## src/rtl/rv32_pkg.sv

```systemverilog
// rtl/rv32_pkg.sv - shared types and constants for the rv32i pipeline controller
package rv32_pkg;

    typedef enum logic [1:0] {
        RUN      = 2'd0,
        MEM_WAIT = 2'd1,
        DRAIN    = 2'd2
    } ctrl_state_t;

    localparam logic [31:0] NOP_INSTR  = 32'h00000013;
    localparam logic [4:0]  REG_ZERO   = 5'd0;
    localparam logic [1:0]  DRAIN_LOAD = 2'd3;

endpackage

```

## src/rtl/sat_counter.sv

```systemverilog
// rtl/sat_counter.sv - free-running event counter that sticks at all-ones
module sat_counter #(
    parameter int W = 32
) (
    input  logic         clk,
    input  logic         rst,
    input  logic         inc,
    output logic [W-1:0] q
);

    // Count qualifying cycles, holding at the maximum value instead of wrapping.
    always_ff @(posedge clk) begin
        if (rst) begin
            q <= '0;
        end else if (inc && (q != '1)) begin
            q <= q + 1'b1;
        end
    end

endmodule

```

## src/rtl/hazard_ctrl.sv

```systemverilog
// rtl/hazard_ctrl.sv - stall/flush/bubble generation for the 5-stage rv32i pipeline
module hazard_ctrl
    import rv32_pkg::*;
#(
    parameter int MEM_TIMEOUT = 255,
    parameter int CNT_W       = 32
) (
    input  logic             clk,
    input  logic             rst,
    input  logic [4:0]       id_rs1,
    input  logic [4:0]       id_rs2,
    input  logic             id_use_rs1,
    input  logic             id_use_rs2,
    input  logic             id_fence_i,
    input  logic [31:0]      id_pc,
    input  logic [4:0]       ex_rd,
    input  logic             ex_mem_read,
    input  logic             ex_redirect,
    input  logic [31:0]      ex_target,
    input  logic             dmem_req,
    input  logic             dmem_ready,
    output logic             pc_stall,
    output logic             if_id_stall,
    output logic             if_id_flush,
    output logic             id_ex_flush,
    output logic             ex_mem_stall,
    output logic             mem_wb_bubble,
    output logic             pc_redirect,
    output logic [31:0]      pc_redirect_addr,
    output logic             mem_timeout,
    output logic [CNT_W-1:0] stall_cnt,
    output logic [CNT_W-1:0] flush_cnt
);

    localparam logic [16:0] TIMEOUT_LIM = 17'(MEM_TIMEOUT);

    ctrl_state_t state, state_next;
    logic [1:0]  drain_cnt, drain_next;
    logic [15:0] wait_cnt;
    logic [16:0] wait_inc;
    logic        mem_stall_req;
    logic        load_use;

    assign mem_stall_req = dmem_req && !dmem_ready;
    assign load_use      = ex_mem_read && (ex_rd != REG_ZERO) &&
                           ((id_use_rs1 && (id_rs1 == ex_rd)) ||
                            (id_use_rs2 && (id_rs2 == ex_rd)));
    assign wait_inc      = {1'b0, wait_cnt} + 17'd1;

    // Register the controller state, drain countdown, memory-wait length and sticky timeout.
    always_ff @(posedge clk) begin
        if (rst) begin
            state       <= RUN;
            drain_cnt   <= 2'd0;
            wait_cnt    <= 16'd0;
            mem_timeout <= 1'b0;
        end else begin
            state     <= state_next;
            drain_cnt <= drain_next;
            if (state == MEM_WAIT) begin
                if (wait_cnt != '1) begin
                    wait_cnt <= wait_inc[15:0];
                end
                if (wait_inc >= TIMEOUT_LIM) begin
                    mem_timeout <= 1'b1;
                end
            end else begin
                wait_cnt <= 16'd0;
            end
        end
    end

    // Decode hazards in priority order into next state and the pipeline control pins.
    always_comb begin
        state_next       = state;
        drain_next       = drain_cnt;
        pc_stall         = 1'b0;
        if_id_stall      = 1'b0;
        if_id_flush      = 1'b0;
        id_ex_flush      = 1'b0;
        ex_mem_stall     = 1'b0;
        mem_wb_bubble    = 1'b0;
        pc_redirect      = 1'b0;
        pc_redirect_addr = 32'd0;
        if (!rst) begin
            case (state)
                RUN: begin
                    if (mem_stall_req) begin
                        // The frozen EX instruction keeps any redirect for later.
                        pc_stall      = 1'b1;
                        if_id_stall   = 1'b1;
                        ex_mem_stall  = 1'b1;
                        mem_wb_bubble = 1'b1;
                        state_next    = MEM_WAIT;
                    end else if (ex_redirect) begin
                        pc_redirect      = 1'b1;
                        pc_redirect_addr = ex_target;
                        if_id_flush      = 1'b1;
                        id_ex_flush      = 1'b1;
                    end else if (load_use) begin
                        pc_stall    = 1'b1;
                        if_id_stall = 1'b1;
                        id_ex_flush = 1'b1;
                    end else if (id_fence_i) begin
                        pc_stall    = 1'b1;
                        if_id_stall = 1'b1;
                        id_ex_flush = 1'b1;
                        drain_next  = DRAIN_LOAD;
                        state_next  = DRAIN;
                    end
                end
                MEM_WAIT: begin
                    if (!dmem_ready) begin
                        pc_stall      = 1'b1;
                        if_id_stall   = 1'b1;
                        ex_mem_stall  = 1'b1;
                        mem_wb_bubble = 1'b1;
                    end else begin
                        state_next = RUN;
                    end
                end
                DRAIN: begin
                    if (mem_stall_req) begin
                        // Older stores are still completing; hold the drain count.
                        pc_stall      = 1'b1;
                        if_id_stall   = 1'b1;
                        ex_mem_stall  = 1'b1;
                        mem_wb_bubble = 1'b1;
                    end else if (drain_cnt == 2'd0) begin
                        // Refetch everything after the FENCE.I.
                        pc_redirect      = 1'b1;
                        pc_redirect_addr = id_pc + 32'd4;
                        if_id_flush      = 1'b1;
                        id_ex_flush      = 1'b1;
                        state_next       = RUN;
                    end else begin
                        pc_stall    = 1'b1;
                        if_id_stall = 1'b1;
                        id_ex_flush = 1'b1;
                        drain_next  = drain_cnt - 2'd1;
                    end
                end
                default: begin
                    state_next = RUN;
                end
            endcase
        end
    end

    sat_counter #(.W(CNT_W)) u_stall_cnt (
        .clk (clk),
        .rst (rst),
        .inc (pc_stall),
        .q   (stall_cnt)
    );

    sat_counter #(.W(CNT_W)) u_flush_cnt (
        .clk (clk),
        .rst (rst),
        .inc (if_id_flush),
        .q   (flush_cnt)
    );

endmodule
```

## config.mk

```make
export PLATFORM = sky130hd
export DESIGN_NAME = hazard_ctrl
export DESIGN_NICKNAME = d
export VERILOG_FILES = /design/src/rtl/rv32_pkg.sv /design/src/rtl/sat_counter.sv /design/src/rtl/hazard_ctrl.sv
export SDC_FILE = /design/constraint.sdc
export NUM_CORES = 1
export LEC_CHECK = 0
export ABC_AREA = 1
export CORE_ASPECT_RATIO = 1.4
export CORE_MARGIN = 4
export CORE_UTILIZATION = 50
export CTS_CLUSTER_DIAMETER = 40
export DETAILED_ROUTE_END_ITERATION = 8
export GPL_ROUTABILITY_DRIVEN = 0
export PLACE_DENSITY = 0.91
export SKIP_CTS_REPAIR_TIMING = 1
export SYNTH_ARGS = -nofsm -noshare
export SYNTH_HDL_FRONTEND = slang
export SYNTH_SLANG_ARGS = --single-unit
```

## constraint.sdc

```tcl
create_clock -name clk -period 4.6 [get_ports clk]
set_clock_uncertainty 0.1 [all_clocks]
set_input_delay 0.92 -clock clk [delete_from_list [all_inputs] [get_ports clk]]
set_output_delay 0.92 -clock clk [all_outputs]
set_load 0.05 [all_outputs]
```

# [Word level (Yosys, flattened, before mapping)]
# Index checks and enable logic that the tools add are counted.
[totals] input_bits=88 elab_cells=93 output_inout_bits=104 regBits=85
[classes] n_eq_ne=18 magnitude_cmp=1 bitwise=1 addsub=5 n_reduce_logical=18 mux=44
[op_table] operator="two-way mux 32 bit" count=5
[op_table] operator="adder 32 x 1 -> 32 bit, second input constant" count=2
[op_table] operator="!= test 32 bit, second input constant" count=2
[op_table] operator="case mux 32 bit (2 select lines)" count=1
[op_table] operator="adder 32 x 3 -> 32 bit, second input constant" count=1
[op_table] operator="two-way mux 2 bit" count=13
[op_table] operator="two-way mux 1 bit" count=19
[op_table] operator="adder 16 x 1 -> 17 bit, second input constant" count=1
[op_table] operator=">= comparator 17 x 8 -> 1 bit, second input constant" count=1
[op_table] operator="!= test 16 bit, second input constant" count=1
[op_table] operator="!= test 2 bit, second input constant" count=8
[op_table] operator="equality test 5 bit" count=2
[op_table] operator="!= test 3 bit, second input constant" count=3
[op_table] operator="logical AND 1 bit" count=7
[op_table] operator="AND reduction 7 bit" count=1
[op_table] operator="case mux 1 bit (2 select lines)" count=3
[op_table] operator="case mux 2 bit (3 select lines)" count=1
[op_table] operator="AND reduction 6 bit" count=1
[op_table] operator="nonzero test 5 bit" count=1
[op_table] operator="zero test 2 bit" count=2
[op_table] operator="case mux 2 bit (2 select lines)" count=1
[op_table] operator="OR reduction 2 bit" count=2
[op_table] operator="case mux 1 bit (3 select lines)" count=1
[op_table] operator="equality test 2 x 1 -> 1 bit, second input constant" count=1
[op_table] operator="other kinds (7)" count=7

# [Logic depth before layout (Yosys ltp)]
# Gate-level depths: netlist of run 1.
[logic_depth] word_depth=10 depth_mapped=16 depth_no_buf=16

# [Hierarchy]
# From an unflattened synthesis of run 1, not the netlist that was laid out.
[hier_totals] cells_unflattened=1188 area_unflattened_um2=6922.9
[by_module_without_submodules] mod="hazard_ctrl" cells_per_inst=550 area_per_inst_um2=2881.5 n_inst=1
[by_module_without_submodules] mod="sat_counter (u_flush_cnt)" cells_per_inst=324 area_per_inst_um2=2062.0 n_inst=1
[by_module_without_submodules] mod="sat_counter (u_stall_cnt)" cells_per_inst=314 area_per_inst_um2=1979.4 n_inst=1

# [Least setup slack after synthesis of run 1]
# OpenSTA, ideal clock, no wires.
[synth_path] path_kind="input-to-output" startpoint="input port rst" endpoint="output port mem_wb_bubble" setup_slack_ps=590 t_arrival_ps=2990 path_stages=5 n_path_buf=2 t_required_ps=3580 cell_sequence="clkbuf_1 -> nor2_1 -> clkinv_1 -> o21ai_0 -> buf_4"
[synth_between] elab_chain_cells=1
[synth_rtl] item="start, declared" line_no="hazard_ctrl.sv:9" rtl="input logic rst,"
[synth_rtl] item="two-way mux 1 bit"
[synth_rtl] item="end, declared" line_no="hazard_ctrl.sv:27" rtl="output logic mem_wb_bubble,"
# Every way passes these cells.

# [Worst setup path in the final report of run 1]
[layout_path] startpoint="input port id_pc[2]" endpoint="output port pc_redirect_addr[22]"
[layout_between] elab_chain_cells=5
[layout_rtl] item="start, declared" line_no="hazard_ctrl.sv:15" rtl="input logic [31:0] id_pc,"
[layout_rtl] item="adder 32 x 3 -> 32 bit" line_no="hazard_ctrl.sv:132" rtl="pc_redirect_addr = id_pc + 32'd4;"
[layout_rtl] item="two-way mux 32 bit" line_no="hazard_ctrl.sv:129" rtl="end else if (drain_cnt == 2'd0) begin"
[layout_rtl] item="two-way mux 32 bit" line_no="hazard_ctrl.sv:123" rtl="if (mem_stall_req) begin"
[layout_rtl] item="case mux 32 bit (2 select lines)" line_no="hazard_ctrl.sv:86" rtl="case (state)"
[layout_rtl] item="two-way mux 32 bit" line_no="hazard_ctrl.sv:85" rtl="if (!rst) begin"
[layout_rtl] item="end, declared" line_no="hazard_ctrl.sv:29" rtl="output logic [31:0] pc_redirect_addr,"
# Every way passes these cells.

==> results of run 1 <==
## area by class of cell
cell class / instances / area share
inverter: 110 / 0.0452
clock inverter: 4 / 0.00531
clock buffer: 11 / 0.0264
sequential: 85 / 0.185
timing repair buffer: 204 / 0.257
multi-input combinational: 855 / 0.460
tap: 153 / 0.0208
## sequential cells by signal, indices dropped and copies added, names as in the netlist
register and flops:
drain_cnt 2, wait_cnt 16, state 2, u_flush_cnt.q 32, u_stall_cnt.q 32, mem_timeout 1
## through the flow
step                hold slack, ps  setup WS (ps)   util  cells
detailed placement             354            262  0.694   1407
CTS                            362            255  0.717   1422
global placement               346            384  0.694   1407
floorplan                      331            590      -   1083
global route                   399           15.9  0.717   1422
finish                         362            247  0.717   1422
## cell usage after synthesis, types with 3 or more instances
cell        n  share of area
xnor2_1    17          0.023
inv_1     104          0.060
inv_2       3         0.0017
nand3_2     5         0.0077
o21ai_0    27          0.021
nor3b_1     3         0.0035
nand4_1    28          0.027
nor4_1     16          0.015
nand2_1   309           0.18
nor2_2     10         0.0096
or2_2       4         0.0038
ha_1        6          0.012
nor2_1    122          0.070
xor2_1     47          0.063
nor3_1     48          0.037
a31oi_1     3         0.0029
dfxtp_1    85           0.26
buf_2       9         0.0069
nand3_1    78          0.060
clkbuf_1   15         0.0086
nand2_2     6         0.0058
a21oi_1   107          0.082
buf_4       3         0.0035
buf_6       4         0.0069
## worst paths after layout
check / end / cells past startpoint / slack, ps
setup reg to reg: u_stall_cnt.q[30] / 9 / 1410
hold / removal: drain_cnt[0] / 1 / 360
setup / recovery: pc_redirect_addr[22] / 14 / 250
hold reg to reg: drain_cnt[0] / 1 / 360
## cells by family after synthesis
group	synth area share
AOI/OAI and AO/OA	0.122
xor gates and xnor gates	0.0861
adders and majority gates	0.0115
buffers and inverters	0.0909
DFF	0.261
and+or+nand+nor	0.429
## cells in the final DEF (no fill, tap or decap), drive strengths merged, types with 28 or more instances in the layout
master / synthesis / layout
buf: 18 / 51
o21ai: 28 / 28
nand4: 28 / 28
clkdlybuf4s50: 0 / 153
nand3: 83 / 83
nand2: 315 / 315
xor2: 47 / 47
nor3: 49 / 49
inv: 108 / 108
a21oi: 108 / 108
nor2: 134 / 134
dfxtp: 85 / 85
## critical path, stage by stage
cell and delay (ps):
clkdlybuf4s50_1 510, ha_1 220, nand3_2 130, nor2_2 120, nand2_1 110, nor2_2 140
nand3_1 120, nor2_2 150, nand2_1 120, nor2_2 160, nand3_1 140, o21ai_1 170
a21oi_1 120, buf_12 210
## power by group through the flow
stage / Sequential [uW] / Combinational [uW] / Clock (uW)
global placement: 770 / 573 / 0
CTS: 754 / 583 / 729
floorplan: 782 / 305 / 0
global route: 755 / 627 / 771
detailed placement: 771 / 581 / 0
finish: 754 / 586 / 719
## metal layers
metal	track usage	vias up
li1	-	3905
met5	0	-
met4	0.180	0
met2	0.555	422
met3	0.0805	114
met1	0.288	3644
==> metrics.txt, run 1 <==
worst vdd ir=0.000186 V; Total Routing Usage GR=0.296; Final setup viols=0; P_leak=0.00338 uW; YS warnings=0; Max Buffers Root-to-Sink=2; fmax=230 MHz; die area=14900 um2; share of layout cells above drive strength 1=0.0796; power density over the cells=224 nW/um2; Setup Crit Path Kind=input port to output port; core area=12800 um2; MaxCap Viol Count=0; Post-Synthesis Cell Area=6510 um2; first-pass GRT wire length=36600 um; mean area per synthesized cell=6.01 um2; CP Launch Type=input port; Logic pwr share=0.284; WP data required=3580 ps; Initial Util=0.508; slew margin rel.=0.419; final worst-path cycle share=0.946; Final TNS setup=0 ps; hold_sp=drain_cnt[0]; Site Rows=49; status=completed; element type at the critical path end=output port; Synth async-reset ratio=0; Final nets=1359; Boundary Pins=192; area grow syn2layout=41.0%; Post-Syn Nets=1177; Max Slew Vio Count=0; number of fill cells=1038; Routed met3 length=1940 um; htree depth=3; post-DP HPWL=17400 um; Hold Path Class=register to register; Skew-Pair Late Insertion Delay=340 ps; post-route cell area=9190 um2; die span in x=104 um; WL met1=7610 um; switching share of power=0.312; clock share of power=0.349; final hold vios=0; Final ANT Viol Nets=0; Psw=642 uW; Worst Setup SP=id_pc[2]; multi-input logic area=4220 um2; drt drc=0; Met2 Wirelength=11400 um; Tot Pwr=2060 uW; Worst Path Max Fanout=4; internal power=1420 uW; register area=1700 um2; Synth Register Bits=85; Mapped Cells=1083; dpl cell area=8890 um2; Sink Count=85; Initial DRT Pass Iterations=7; Clk pin slew, worst setup/hold paths=60 ps; arrival time worst endpoint=3330 ps; CTS root buf=clkbuf_16; number of synthesized flops with an enable pin=0; Routed WL per cell=15.7 um; CTS tree=yes; worst slew pin tran=872 ps; Die Span Y=143 um; vias post-DR=8085; RSZ-0062 raised after global routing=no; first-iteration detailed-routing DRC count=533; largest net degree at the start of global routing=80; Netlist cell types=41; number of buffers created by CTS=9; gr ovfl total=0; vias in the first global route=8011; Reg power frac=0.366; post-synthesis sequential area ratio=0.261; # port buffers=191; R2R Path Start=u_stall_cnt.q[0]; fin crit period=4350 ps; top layer in use=met4; final wirelength=22300 um; Synth Flop Type=dfxtp_1; ant diodes=0; initial antenna violation count=0; number of vias per cell=5.69
(Power assumes the default switching activity.)
==> run 2: changes to the inputs <==
Settings changed: SKIP_LAST_GASP set to 1.
Clock period 4.6 ns to 5.3 ns, I/O delays scaled along.
==> run 2 against run 1 <==
  * Combinational power down 25%
  * Non-clock buffer count fell by 7
  * Largest power group unchanged
  * Clock power decreased by 18%
  * First-iteration DRC count down 9.6%
  * Hold slack improved by 6.4 ps
  * Cell count fell by 0.42%
  * Count of clock-buffer cells in the layout is 2 higher
  * Critical endpoint is now pc_redirect_addr[7]
  * Register-to-register slack better by 680 ps
==> metrics.txt, run 2 (synthesis results as in run 1) <==
status=completed; Initial DRT Pass Iterations=5; Final setup viols=0; htree depth=3; # port buffers=191; worst slew pin tran=854 ps; Routed WL per cell=15.2 um; P_leak=0.00322 uW; RSZ-0062 raised after global routing=no; Final TNS setup=0 ps; Total Routing Usage GR=0.282; Die Span Y=143 um; vias post-DR=7963; Reg2Reg Depth=9; slew margin rel.=0.431; Boundary Pins=192; WP data required=4140 ps; hold_sp=drain_cnt[0]; Clk pin slew, worst setup/hold paths=60 ps; first-pass GRT wire length=34900 um; Initial Util=0.508; initial antenna violation count=0; Hold Path Class=register to register; area grow syn2layout=33.4%; top flop regs=u_flush_cnt.q: 32 flops, u_stall_cnt.q: 32 flops, wait_cnt: 16 flops; worst vdd ir=0.000181 V; Sink Count=85; Site Rows=49; final wirelength=21600 um; CTS tree=yes; Max Slew Vio Count=0; largest net degree at the start of global routing=80; Worst Setup SP=dmem_ready; gr ovfl total=0; number of vias per cell=5.62; share of layout cells above drive strength 1=0.0705; element type at the critical path end=output port; switching share of power=0.323; internal power=1140 uW; die area=14900 um2; final worst-path cycle share=0.908; Final ANT Viol Nets=0; post-DP HPWL=16900 um; power density over the cells=194 nW/um2; flop-to-flop setup slack=2090 ps; CTS root buf=clkbuf_16; clock share of power=0.352; worst flop-to-flop path endpoint=u_stall_cnt.q[0]; final hold vios=0; worst hold path endpoint=drain_cnt[0]; vias in the first global route=7706; Max Buffers Root-to-Sink=2; R2R Path Start=u_stall_cnt.q[0]; Worst Path Max Fanout=16; Psw=544 uW; commonest non-fill, non-tap cell in the layout=nand2_1; core occupancy in the finished layout=0.678; Hold Path Depth=1; fin crit period=4810 ps; most frequent cells in the layout=nand2_1 (309), clkdlybuf4s50_1 (157), nor2_1 (122); Skew-Pair Late Insertion Delay=340 ps; drt drc=0; CP Launch Type=input port; number of buffers created by CTS=9; fmax=208 MHz; Setup Crit Path Kind=input port to output port; Reg power frac=0.389; ant diodes=0; Logic pwr share=0.260; core area=12800 um2; arrival time worst endpoint=3650 ps; die span in x=104 um; MaxCap Viol Count=0; Final nets=1352; first-iteration detailed-routing DRC count=482
run 2: cell count changes in the layout (fill, tap and decap cells not counted), sizes merged:
cell           change
buf               -11
bufinv             -1
clkbuf             +2
clkdlybuf4s50      +4
clkinv             -2
clkinvlp           +2
run 2: critical path, stage by stage:
cell and delay, ps:
clkdlybuf4s50_1 480, inv_1 50, nand2_2 180, inv_2 100, nor2_1 140, nand2_1 270, inv_1 520, o21ai_0 220
a21oi_1 180, a21oi_1 60, nor2_1 200, buf_12 170
run 2: layout make-up:
type                       count  area (um2)
multi-input combinational    855        4220
fill                        1121        4120
timing repair buffer         197        1880
sequential                    85        1700
inverter                     110         415
clock buffer                  13         260
tap                          153         191
clock inverter                 3        20.0
run 2: power groups by stage:
stage	combinational, uW	clock, uW	sequential (uW)
2_1_floorplan	265	0	678
3_3_place_gp	428	0	668
3_5_place_dp	433	0	669
4_1_cts	434	600	655
5_1_grt	470	632	656
6_report	437	593	655
run 2: layer usage:
layer	share of wire	GRT usage	wire [um]	up-vias
met4	0.059	0.190	1280	0
met5	0	0	0	-
met3	0.066	0.0520	1430	109
met2	0.51	0.531	11100	373
li1	-	-	-	3907
met1	0.36	0.280	7770	3574
run 2: worst max-delay path by stage:
stage,to,depth (start not counted)
2_1_floorplan,mem_wb_bubble,5
3_3_place_gp,pc_redirect_addr[7],12
3_5_place_dp,pc_redirect_addr[7],12
4_1_cts,pc_redirect_addr[7],12
5_1_grt,pc_redirect_addr[7],12
6_report,pc_redirect_addr[7],12
run 2: stage by stage:
step                      instances  setup WS (ps)  area [um2]  hold WS, ps  total power [uW]
final                          1416            489        8690          368              1690
after global routing           1416            291        8690          396              1760
after CTS                      1416            541        8690          364              1690
after detailed placement       1400            554        8410          356              1100
after global placement         1400            691        8410          349              1100
after floorplan                1083           1010        6510          331               943
